### src/rtl/player_collision_pkg.sv
// Shared constants and types for the player collision probe: tile codes,
// playerCol bit positions, playerState field slices and tile grid geometry.
package player_collision_pkg;

  // Tile grid geometry in screen pixels
  localparam int X0         = 144;
  localparam int Y0         = 35;
  localparam int GRID_W     = 20;
  localparam int GRID_H     = 15;
  localparam int TILE_SHIFT = 5;
  localparam int TILE_PX    = 1 << TILE_SHIFT;
  localparam int PLAYER_W   = 32;
  localparam int PLAYER_H   = 32;

  // playerCol bit positions
  localparam int COL_LEFT  = 0;
  localparam int COL_BOT   = 1;
  localparam int COL_RIGHT = 2;
  localparam int COL_TOP   = 3;

  // playerState field slices
  localparam int XPOS_MSB = 31;
  localparam int XPOS_LSB = 22;
  localparam int YPOS_MSB = 21;
  localparam int YPOS_LSB = 12;
  localparam int XSPD_MSB = 11;
  localparam int XSPD_LSB = 7;
  localparam int YSPD_MSB = 6;
  localparam int YSPD_LSB = 2;
  localparam int XDIR_BIT = 1;
  localparam int YDIR_BIT = 0;

  typedef enum logic [1:0] {
    TILE_EMPTY  = 2'd0,
    TILE_SOLID  = 2'd1,
    TILE_HAZARD = 2'd2,
    TILE_RSVD   = 2'd3
  } tile_e;

  typedef enum logic [2:0] {
    S_IDLE,
    S_CALC,
    S_PROBE_H,
    S_PROBE_V,
    S_PROBE_C,
    S_DRAIN,
    S_DONE
  } state_e;

  typedef struct packed {
    logic signed [11:0] x;
    logic signed [11:0] y;
  } point_t;

  typedef struct packed {
    logic [8:0] addr;
    logic       oob_lr;
    logic       oob_top;
    logic       oob_bot;
  } probe_res_t;

  // Side walls read as solid, open sky and the pit below read as empty.
  function automatic tile_e probe_class(input logic oob_lr, input logic oob_top,
                                        input logic oob_bot, input logic [1:0] data);
    tile_e cls;
    if (oob_lr)                 cls = TILE_SOLID;
    else if (oob_top || oob_bot) cls = TILE_EMPTY;
    else begin
      case (data)
        2'd1:    cls = TILE_SOLID;
        2'd2:    cls = TILE_HAZARD;
        default: cls = TILE_EMPTY;
      endcase
    end
    return cls;
  endfunction

endpackage

### src/rtl/player_collision_tile_addr_calc.sv
// Maps a signed screen-space probe point to a tile ROM address and flags
// which edge of the grid, if any, the point falls outside of.
module player_collision_tile_addr_calc
  import player_collision_pkg::*;
(
  input  point_t     pt,
  output probe_res_t res
);

  localparam logic signed [12:0] ORG_X     = 13'(X0);
  localparam logic signed [12:0] ORG_Y     = 13'(Y0);
  localparam logic signed [12:0] GRID_PX_W = 13'(GRID_W * TILE_PX);
  localparam logic signed [12:0] GRID_PX_H = 13'(GRID_H * TILE_PX);

  logic signed [12:0] dx;
  logic signed [12:0] dy;
  logic        [4:0]  col;
  logic        [3:0]  row;

  always_comb begin
    dx  = {pt.x[11], pt.x} - ORG_X;
    dy  = {pt.y[11], pt.y} - ORG_Y;
    col = dx[TILE_SHIFT +: 5];
    row = dy[TILE_SHIFT +: 4];

    res.oob_lr  = dx[12] || (dx >= GRID_PX_W);
    res.oob_top = dy[12];
    res.oob_bot = !dy[12] && (dy >= GRID_PX_H);
    // row*20 as (row<<4)+(row<<2), no multiplier needed
    res.addr    = {1'b0, row, 4'b0000} + {3'b000, row, 2'b00} + {4'b0000, col};
  end

endmodule

### src/rtl/player_collision.sv
// Per-tick collision classifier: predicts the player's next box position,
// probes three points against the tile ROM and publishes playerCol/playerKill.
module player_collision
  import player_collision_pkg::*;
(
  input  logic        clk,
  input  logic        reset,
  input  logic        frame_tick,
  input  logic [31:0] playerState,
  output logic [8:0]  tile_addr,
  input  logic [1:0]  tile_data,
  output logic [3:0]  playerCol,
  output logic        playerKill,
  output logic        col_valid,
  output logic        busy,
  output logic        tick_overrun
);

  state_e      state;
  logic [31:0] st_q;
  point_t      probe_h, probe_v, probe_c;
  logic        pend_lr, pend_top, pend_bot;
  logic [3:0]  col_acc;
  logic        kill_acc;
  logic [8:0]  addr_q;

  logic signed [10:0] nx, ny;
  logic signed [11:0] nx12, ny12;
  point_t      next_h, next_v, next_c, probe_sel;
  probe_res_t  probe_res;
  logic        probe_active;
  tile_e       cur_cls;
  logic        cur_kill;

  // Predicted position and the three probe points, from the latched state
  always_comb begin
    // NOTE: every always_comb output gets a default first so no path can infer a latch.
    probe_sel = '0;
    nx = st_q[XDIR_BIT] ? ({1'b0, st_q[XPOS_MSB:XPOS_LSB]} + {6'b0, st_q[XSPD_MSB:XSPD_LSB]})
                        : ({1'b0, st_q[XPOS_MSB:XPOS_LSB]} - {6'b0, st_q[XSPD_MSB:XSPD_LSB]});
    ny = st_q[YDIR_BIT] ? ({1'b0, st_q[YPOS_MSB:YPOS_LSB]} - {6'b0, st_q[YSPD_MSB:YSPD_LSB]})
                        : ({1'b0, st_q[YPOS_MSB:YPOS_LSB]} + {6'b0, st_q[YSPD_MSB:YSPD_LSB]});
    nx12 = {nx[10], nx};
    ny12 = {ny[10], ny};

    next_h.x = st_q[XDIR_BIT] ? nx12 + 12'(PLAYER_W - 1) : nx12;
    next_h.y = ny12 + 12'(PLAYER_H / 2);
    next_v.x = nx12 + 12'(PLAYER_W / 2);
    // Downward probe sits one pixel below the feet so standing reports bottom.
    next_v.y = st_q[YDIR_BIT] ? ny12 : ny12 + 12'(PLAYER_H);
    next_c.x = nx12 + 12'(PLAYER_W / 2);
    next_c.y = ny12 + 12'(PLAYER_H / 2);

    case (state)
      S_PROBE_H: probe_sel = probe_h;
      S_PROBE_V: probe_sel = probe_v;
      S_PROBE_C: probe_sel = probe_c;
      default:   probe_sel = '0;
    endcase
  end

  player_collision_tile_addr_calc u_tile_addr_calc (
    .pt  (probe_sel),
    .res (probe_res)
  );

  // Off-grid probes leave the ROM address where it was
  always_comb begin
    probe_active = (state == S_PROBE_H) || (state == S_PROBE_V) || (state == S_PROBE_C);
    tile_addr    = addr_q;
    if (probe_active && !(probe_res.oob_lr || probe_res.oob_top || probe_res.oob_bot))
      tile_addr = probe_res.addr;
    cur_cls  = probe_class(pend_lr, pend_top, pend_bot, tile_data);
    cur_kill = (cur_cls == TILE_HAZARD) || pend_bot;
  end

  always_ff @(posedge clk) begin
    if (reset) begin
      // NOTE: every register, datapath included, is reset so a mid-evaluation abort leaves no stale state.
      state        <= S_IDLE;
      st_q         <= '0;
      probe_h      <= '0;
      probe_v      <= '0;
      probe_c      <= '0;
      pend_lr      <= 1'b0;
      pend_top     <= 1'b0;
      pend_bot     <= 1'b0;
      col_acc      <= '0;
      kill_acc     <= 1'b0;
      addr_q       <= '0;
      playerCol    <= '0;
      playerKill   <= 1'b0;
      col_valid    <= 1'b0;
      busy         <= 1'b0;
      tick_overrun <= 1'b0;
    end else begin
      // NOTE: non-blocking assignments keep every register sampling pre-edge values.
      col_valid <= 1'b0;
      addr_q    <= tile_addr;
      if (frame_tick && (state != S_IDLE))
        tick_overrun <= 1'b1;
      if (probe_active) begin
        pend_lr  <= probe_res.oob_lr;
        pend_top <= probe_res.oob_top;
        pend_bot <= probe_res.oob_bot;
      end

      case (state)
        S_IDLE: begin
          if (frame_tick) begin
            st_q  <= playerState;
            busy  <= 1'b1;
            state <= S_CALC;
          end
        end
        S_CALC: begin
          probe_h  <= next_h;
          probe_v  <= next_v;
          probe_c  <= next_c;
          col_acc  <= '0;
          kill_acc <= 1'b0;
          state    <= S_PROBE_H;
        end
        S_PROBE_H: state <= S_PROBE_V;
        S_PROBE_V: begin
          // Horizontal probe result arrives here
          if (cur_cls == TILE_SOLID)
            col_acc[st_q[XDIR_BIT] ? COL_RIGHT : COL_LEFT] <= 1'b1;
          kill_acc <= kill_acc | cur_kill;
          state    <= S_PROBE_C;
        end
        S_PROBE_C: begin
          if (cur_cls == TILE_SOLID)
            col_acc[st_q[YDIR_BIT] ? COL_TOP : COL_BOT] <= 1'b1;
          kill_acc <= kill_acc | cur_kill;
          state    <= S_DRAIN;
        end
        S_DRAIN: begin
          // Centre probe only contributes to kill
          playerCol  <= col_acc;
          playerKill <= kill_acc | cur_kill;
          col_valid  <= 1'b1;
          state      <= S_DONE;
        end
        S_DONE: begin
          busy  <= 1'b0;
          state <= S_IDLE;
        end
        default: state <= S_IDLE;
      endcase
    end
  end

endmodule
### config.mk
export PLATFORM = sky130hd
export DESIGN_NAME = player_collision
export DESIGN_NICKNAME = d
export VERILOG_FILES = /design/src/rtl/player_collision_pkg.sv /design/src/rtl/player_collision_tile_addr_calc.sv /design/src/rtl/player_collision.sv
export SDC_FILE = /design/constraint.sdc
export NUM_CORES = 1
export LEC_CHECK = 0
export ABC_AREA = 0
export ABC_CLOCK_PERIOD_IN_PS = 5300
export CORE_MARGIN = 1.5
export CORE_UTILIZATION = 30
export CTS_BUF_LIST = sky130_fd_sc_hd__clkbuf_2 sky130_fd_sc_hd__clkbuf_4 sky130_fd_sc_hd__clkbuf_8
export DETAILED_ROUTE_END_ITERATION = 12
export PLACE_DENSITY = 0.5
export REMOVE_ABC_BUFFERS = 1
export SLEW_MARGIN = 0
export SYNTH_ARGS = -nofsm -noshare
export SYNTH_HDL_FRONTEND = slang
export SYNTH_SLANG_ARGS = --single-unit
### constraint.sdc
create_clock -name clk -period 5.3 [get_ports clk]
set_clock_uncertainty 0.1 [all_clocks]
set_input_delay 0.795 -clock clk [delete_from_list [all_inputs] [get_ports clk]]
set_output_delay 0.795 -clock clk [all_outputs]
set_load 0.03 [all_outputs]
# Yosys cells after proc, flatten, opt, wreduce, memory -nomap -nowiden
# Cells that the tools add are included.
[totals]
out_inout_bits = 17
register_bits = 108
wordCells = 98
in_bits = 37
[op_classes]
n_lt_le_gt_ge = 6
eq_ne = 13
add_sub_neg = 12
n_bitwise = 3
reduce_logical = 23
muxes = 24
[op_table]
columns = ["cell", "count"]
rows = [
  ["one-hot mux 24 bit (3 select lines)", 1],
  ["adder 11 x 6 -> 12 bit, second input constant", 3],
  ["two-way mux 12 bit", 2],
  ["adder 10 x 5 -> 11 bit", 2],
  ["two-way mux 11 bit", 2],
  ["subtractor 10 x 5 -> 11 bit", 2],
  ["one-hot mux 3 bit (6 select lines)", 1],
  ["greater-or-equal comparator 13 x 10 -> 1 bit, second input constant", 1],
  ["greater-or-equal comparator 13 x 11 -> 1 bit, second input constant", 1],
  ["subtractor 12 x 7 -> 13 bit, second input constant", 1],
  ["subtractor 12 x 9 -> 13 bit, second input constant", 1],
  ["adder 11 x 7 -> 12 bit, second input constant", 1],
  ["one-hot mux 4 bit (3 select lines)", 1],
  ["adder 8 x 6 -> 9 bit", 1],
  ["adder 9 x 5 -> 9 bit", 1],
  ["equality test 3 bit, second input constant", 3],
  ["two-way mux 9 bit", 1],
  ["two-way mux 2 bit", 4],
  ["two-way mux 4 bit", 2],
  ["bitwise OR 4 bit", 2],
  ["logical OR 1 bit", 7],
  ["equality test 3 x 2 -> 1 bit, second input constant", 2],
  ["less-than comparator 2 x 3 -> 1 bit, second input constant", 2],
  ["nonzero test 3 bit", 2],
  ["other kinds (19)", 35],
]

# Depth between registers and ports, before layout
[depth]
word_depth = 10
depth_mapped = 17
depth_no_buf = 17

# Hierarchy
# Synthesis repeated with hierarchy kept, for this count alone.
[unflattened]
cells_unflattened = 808
hier_area_um2 = 6547.5
[modules_own_cells]
columns = ["module", "cells_each", "seq_area_each_um2", "area_each_um2", "n_inst"]
rows = [
  ["player_collision", 733, 2082.0, 6020.8, 1],
  ["player_collision_tile_addr_calc", 75, 0.0, 526.8, 1],
]

# Worst setup path after synthesis
# Ideal clock, no wire load.
[synth_path]
kind = "reg-to-output"
start = "register state[0]"
end = "output tile_addr[7]"
path_stages_with_launch = 17
required_time_ps = 4405
n_path_buf = 2
path_slack_ps = 670
t_arrival_ps = 3735
path_cell_list = "dfxtp_1 > buf_4 > buf_6 > inv_1 > o21ai_0 > a22oi_1 > ha_1 > nand4_1 > nand2_1 > xor2_1 > ha_1 > ha_1 > fa_1 > a21o_1 > maj3_1 > xnor2_1 > mux2_2"
[synth_via]
elab_chain_cells = 10
elab_cells_between_ends = 20
classes_between = "add/sub (4); order compare (2); eq/ne (3); mux (2); reduce/logical (9)"
[synth_rtl]
columns = ["item", "line", "rtl"]
rows = [
  ["from (decl)", "player_collision.sv:19", "state_e state;"],
  ["from (signal assigned)", "player_collision.sv:80", "state <= S_IDLE;"],
  ["from (signal assigned)", "player_collision.sv:113", "state <= S_CALC;"],
  ["from (signal assigned)", "player_collision.sv:122", "state <= S_PROBE_H;"],
  ["branches (longest 9 deep; another with subtractor 12 x 7 -> 13 bit)", "n/a", ""],
  ["two-way mux 9 bit *", "player_collision.sv:71", "if (probe_active && !(probe_res.oob_lr || probe_res.oob_top || probe_res.oob_bot))"],
  ["to (decl)", "player_collision.sv:10", "output logic [8:0] tile_addr,"],
]
# Every way passes the cells marked *.

# Worst setup path after layout
[layout_path]
start = "register state[1]"
end = "output tile_addr[7]"
# Same word-level chain as after synthesis.

==> results_dict.tcl <==
set metrics [dict create \
    status "finished clean" \
    nets 844 \
    min_period_ns 5.06 \
    syn_inst 734 \
    crit_end "tile_addr[7]" \
    crit_buf_inv 1 \
    r2r_start "st_q[7]" \
    grt_start_max_net_pins 40 \
    hp-class "reg2reg" \
    final_cell_mix "nand2_1 (101), dfxtp_1 (94), nor2_1 (69)" \
    max_freq_ghz 0.198 \
    critical_path_class "reg2out" \
    ir_drop_uv 116 \
    root_buffer "clkbuf_8" \
    path_depth 15 \
    hpwl_mm 10.5 \
    finalCritPeriodShare 0.955 \
    final_antenna_net_count 0 \
    syn_area_um2 6050 \
    synth-edff-count 0 \
    port_buffers 53 \
    path_cells "or3b_4 > o21ai_2 > a22oi_1 > ha_1 > nand4_1 > nand2_1 > xor2_1 > ha_1 > ha_1 > fa_1 > a21o_1 > maj3_1 > xnor2_1 > mux2_2 > buf_4" \
    synth_seq_cells 96 \
    die_x_um 145 \
    startpoint "state[1]" \
    r2r_setup_slack_ns 1.20 \
    p_total_mw 2.22 \
    cp_top_family "adder cells" \
    powerDensity_nw_per_um2 317 \
    crit_path_start_kind "flop" \
    rsz0062_at_grt "no" \
    critPathMaxFanout 15 \
    synth_area_per_cell_um2 8.24 \
    rows 51 \
    place_congestion 0.770 \
    drc 0 \
    grt_pass1_vias 4640 \
    ys_types 78 \
    relSlewSlack 0.213 \
    slowest_delay_ns 0.45 \
    required_ns 4.41 \
    firstDrtPassIters 4 \
    seq_area_frac_synth 0.318 \
    grt_overflow 0 \
    io-pin-count 54 \
    area_growth_pct 15.8 \
    core_um2 19600 \
    dpl_worst_slack_ns 0.228 \
    synth_warnings 0 \
    n_antenna_cell 0 \
    cp.arrival_ns 4.17 \
    yosys-top-cells-area "dfxtp_1 (32%), ha_1 (7.7%), nand2_1 (6.3%), a21oi_1 (5.7%), nor2_1 (4.3%)" \
    die-area_um2 21000 \
    max_cap_violations 0 \
    finalHoldViolations 0 \
    cts_setup_buffers 0 \
    numCtsBuffers 9 \
    wl_per_cell_um 13.5 \
    drive_above_1_share 0.0842 \
    rr_endpoint "probe_h[22]" \
    clock_latency_ns 0.37 \
    antenna_found_initial 0 \
    cts_max_path_buffers 2 \
    path_common_cell "ha_1" \
    grt_pass1_wl_mm 23.6 \
    fin_tns_setup_ns 0 \
    cts_max_level 3 \
    start_util 0.309 \
    routed_wl_mm 14.0 \
    fp.dieH_um 145 \
    synth_flop_cell "dfxtp_1" \
    clkTransAtPathRegs_ns 0.10 \
    leakage_nw 2.66 \
    synth_area_leader_cell "dfxtp_1" \
    grt_use_total 0.135 \
    cts_tree "built" \
    drv_slew 0 \
    num_vias 4953 \
    postSynth.asyncResetShare 0 \
    slowest_stage "or3b_4" \
    cp-end-kind "output pin" \
    worst_slack_ns 0.239 \
    final_common_cell "nand2_1" \
    tightest_slew_ns 1.18 \
    cts.sinks 96 \
    setup_violations 0 \
    r2r_cells 16 \
    vias_per_cell 4.78 \
    synth_top_area_share 0.318 \
    drtIter0Drc 182 \
]
==> synth_stat cells (all sizes together), types with 3 or more instances <==
cell,instances
nor4,4
xnor2,26
nand4b,4
inv,28
or3b,3
o21a,12
o2111ai,3
and3,5
dfxtp,96
nand4bb,4
nand2b,8
a21o,9
mux2i,20
nor3b,5
nand3,6
a22oi,4
buf,12
nand4,7
nand3b,5
o21ai,13
fa,3
clkbuf,29
ha,37
a31oi,4
or3,6
o2bb2ai,3
nand2,101
and2,5
xor2,21
nor2,70
nor3,22
a211oi,24
a21oi,71
or2,3
mux2,9
nor2b,15
==> report_power, final <==
| group | switching [mW] | leakage, nW | internal, mW |
|---|---|---|---|
| Sequential | 0.0545 | 0.785 | 0.787 |
| Clock | 0.297 | 0.0925 | 0.179 |
| Combinational | 0.513 | 1.78 | 0.387 |
| Total | 0.864 | 2.66 | 1.35 |
==> metal layers <==
layer	vias to the layer above	track usage	routed length, µm
met4	0	0.0418	194
met2	58	0.191	5490
met3	13	0.0179	305
li1	2658	-	-
met5	-	0	0
met1	2224	0.209	8050
==> per-stage QoR <==
step,hold WS [ns],cell area (µm²),util,instances
floorplan,0.325,5860,-,693
global placement,0.345,6790,0.347,1021
detailed placement,0.349,6790,0.347,1021
CTS,0.365,6980,0.356,1037
global route,0.387,7000,0.357,1037
finish,0.362,7000,0.357,1037
==> how the worst min path moves through the flow <==
stage | startpoint | to | slack (ns) | cells past startpoint
global route | st_q[19] | st_q[19] | 0.39 | 2
floorplan | probe_v[5] | probe_v[5] | 0.33 | 2
global placement | probe_v[5] | probe_v[5] | 0.34 | 2
finish | probe_v[5] | probe_v[5] | 0.36 | 2
detailed placement | probe_v[5] | probe_v[5] | 0.35 | 2
CTS | probe_v[5] | probe_v[5] | 0.36 | 2
==> kinds of logic (layout without fill, tap and decap cells) <==
group / after synthesis / in the layout / synth area share
AO/OA/AOI/OAI: 167 / 167 / 0.189
multiplexers: 29 / 29 / 0.0519
AND/OR/NAND/NOR: 284 / 284 / 0.236
flip-flops: 96 / 96 / 0.318
adder cells (fa/ha/maj): 42 / 42 / 0.0898
XOR/XNOR: 47 / 47 / 0.0681
buffers and inverters: 69 / 107 / 0.0480
==> layout make-up <==
type / count / area (µm²)
Multi-Input combinational cell: 569 / 3860
Sequential cell: 96 / 1920
Clock inverter: 7 / 58.8
Fill cell: 2140 / 12600
Tap cell: 265 / 332
Clock buffer: 9 / 124
Inverter: 28 / 105
Timing Repair Buffer: 63 / 597
==> registers in the layout, indices dropped and copies added, names as in the netlist <==
register / cells
tick_overrun: 1
pend_lr: 1
probe_h: 8
pend_top: 1
probe_v: 12
playerKill: 1
kill_acc: 1
busy: 1
probe_c: 16
st_q: 32
playerCol: 4
col_acc: 4
state: 3
col_valid: 1
addr_q: 9
pend_bot: 1
==> worst reg2reg max path, stage by stage (launching register included) <==
cell and delay (ns):
dfxtp_1 0.41, inv_1 0.10, ha_1 0.24, nor3b_1 0.15, ha_1 0.26, mux2_2 0.26, ha_1 0.34, o21a_1 0.17
a21oi_1 0.08, xnor2_1 0.42, ha_1 0.33, o21ai_0 0.11, a41oi_1 0.28, nand3_1 0.14, nor4_1 0.24, xor2_1 0.13
a211oi_1 0.25
==> timing repair <==
| action | in CTS | in global routing |
|---|---|---|
| endpoints found under the setup margin | 2 | 4 |
| hold buffers | 0 | 0 |
| endpoints found under the hold margin | 0 | 0 |
| resized for setup | 3 | 5 |
(Power assumes the default switching activity.)
==> RTL change: new RTL, same settings <==
Set the package constant `XSPD_LSB` to 9 (it was 7).
--- a/src/rtl/player_collision_pkg.sv
+++ b/src/rtl/player_collision_pkg.sv
@@ -26,3 +26,3 @@
   localparam int XSPD_MSB = 11;
-  localparam int XSPD_LSB = 7;
+  localparam int XSPD_LSB = 9;
   localparam int YSPD_MSB = 6;
Formal check against the unedited RTL: not equivalent (Yosys sat finds a counterexample within 4 cycles, from zero or initial values and one cycle with reset high).
==> RTL change against the unedited design <==
Sequential cell count is 2 lower; wire length is 5.2% higher; register-to-register slack better by 0.17 ns; cell area is 2.9% higher; non-clock buffer count is 24 higher; power is 1.6% lower; area after synthesis is 0.27% lower; combinational power is 2.8% lower; worst setup slack better by 0.042 ns.
==> RTL change: results (changes against the unedited design) <==
| Metric | Value |
|---|---|
| GP Congestion | `0.810 (was 0.770)` |
| Hold Path End | `probe_c[23] (was probe_v[5])` |
| 1st-iter DRT viols | `223 (was 182)` |
| Min Hold Slack | `0.362 ns (about the same)` |
| Largest regs | `st_q: 30 flops, probe_c: 16 flops, probe_v: 12 flops (was st_q: 32 flops, probe_c: 16 flops, probe_v: 12 flops)` |
| Most frequent cells after synthesis | `nand2_1 (98), dfxtp_1 (94), a21oi_1 (79) (was nand2_1 (101), dfxtp_1 (96), nor2_1 (70))` |
| First-pass GRT wire length | `24.3 mm (was 23.6 mm)` |
| CP Max Fanout | `10 (was 15)` |
| Post-synthesis compound-gate area fraction | `23.1% (was 18.9%)` |
| I/O Buffers | `51 (was 53)` |
| Hold path start | `probe_c[23] (was probe_v[5])` |
| Detail Placement HPWL | `10.9 mm (was 10.5 mm)` |
| Root buf cell | `clkbuf_8 (unchanged)` |
| Xor and xnor area share after synthesis | `6.83% (was 6.81%)` |
| Outcome | `finished, final reports clean (unchanged)` |
| Proportion of synthesized area in mux cells | `2.88% (was 5.19%)` |
| Largest net degree at the start of global routing | `59 (was 40)` |
| Synth area leaders | `dfxtp_1 (31%), ha_1 (7.7%), a21oi_1 (6.6%) (was dfxtp_1 (32%), ha_1 (7.7%), nand2_1 (6.3%))` |
| R2r worst-path depth | `14 (was 16)` |
| DR vias | `5351 (was 4953)` |
| Fillers | `2153 (was 2140)` |
| Worst vdd ir | `0.120 mV (was 0.116 mV)` |
| Ys Warns | `0 (unchanged)` |
| Ant diodes | `0 (unchanged)` |
| Total number of H-tree levels | `3 (unchanged)` |
| Synth cell types | `76 (was 78)` |
| Worst path max stage delay | `0.49 ns (was 0.45 ns)` |
| Slowest-stage cell, CP | `or4bb_1 (was or3b_4)` |
| Avg WL per Cell | `13.8 um (was 13.5 um)` |
| Leakage | `2.74 nW (was 2.66 nW)` |
| Post-Synth Adder-Cell Area | `8.67% (was 8.98%)` |
| Worst Hold Class | `reg -> reg (unchanged)` |
| GRT Total Usage | `14.6% (was 13.5%)` |
| Number of global-route vias before repair | `4862 (was 4640)` |
| FF-to-FF setup slack | `1.37 ns (was 1.20 ns)` |
| Ys async rst share | `0% (unchanged)` |
| Layout cells sized above 1 | `10.0% (was 8.42%)` |
| Max transition margin | `26.1% (was 21.3%)` |
| R2r startpoint | `st_q[9] (was st_q[7])` |
| CP arrival | `4.12 ns (was 4.17 ns)` |
| Layout net count | `880 (was 844)` |
==> RTL change: cell count changes after synthesis, moves of 9 or more <==
cell,unedited run,this run
o21ai_0,11,23
a21oi_1,69,79
nor2_1,70,57
o211ai_1,1,10
nand3_1,6,21
a211oi_1,24,14
==> RTL change: worst max-delay path: cells and delay by family (launching register included) <==
kind | cells | cell delay [ns]
simple gates | 4 | 1.03
fa+ha+maj | 3 | 0.92
compound gates | 4 | 0.72
buf+inv | 3 | 0.50
flops | 1 | 0.38
xor+xnor | 1 | 0.19
==> RTL change: metrics by stage <==
stage	setup slack [ns]	area [sq um]	power (mW)	std cells
floorplan	0.337	5840	1.45	705
global placement	0.0642	6940	1.69	1055
detailed placement	0.0358	6940	1.69	1055
CTS	0.0466	7160	2.21	1073
global route	0.00780	7200	2.36	1073
finish	0.281	7200	2.18	1073
==> RTL change: routing by layer <==
metal  track usage, %  vias up  routed length, um
met5                0        -                  0
met4             4.15        0                162
met3             2.27       11                426
met2             21.4       73               5920
met1             21.9     2453               8260
li1                 -     2814                  -
==> RTL change: what timing repair did <==
| action | 4_1_cts | 5_1_grt |
|---|---|---|
| pin swaps | 1 | 0 |
| gates resized for setup | 4 | 10 |
| endpoints found under the setup margin | 1 | 2 |
| setup buffers | 2 | 0 |
==> RTL change: power breakdown <==
| part | internal (mW) | leakage, nW | switching, mW |
|---|---|---|---|
| sequential | 0.767 | 0.768 | 0.0500 |
| clock | 0.186 | 0.0981 | 0.305 |
| combinational | 0.372 | 1.87 | 0.502 |
==> RTL change: how the worst max path moves through the flow <==
stage | start | to
CTS | state[0] | tile_addr[7]
finish | state[0] | tile_addr[7]
floorplan | state[2] | tile_addr[7]
global route | state[1] | tile_addr[7]
detailed placement | state[0] | tile_addr[7]
global placement | state[0] | tile_addr[7]
==> RTL change: area by class of cell <==
type | count | area, sq um | area share [%]
multi-input combinational | 588 | 3930 | 54.6
tap | 265 | 332 | 4.60
clock buffer | 9 | 124 | 1.72
sequential | 94 | 1880 | 26.1
timing repair buffer | 87 | 772 | 10.7
inverter | 23 | 86.3 | 1.20
clock inverter | 7 | 75.1 | 1.04
==> RTL change: kinds of logic after synthesis <==
| group | after synthesis |
|---|---|
| buffers and inverters | 66 |
| and+or+nand+nor | 277 |
| AOI/OAI and AO/OA | 207 |
| xor gates and xnor gates | 47 |
| adders and majority gates | 40 |
| DFF | 94 |
| muxes | 17 |
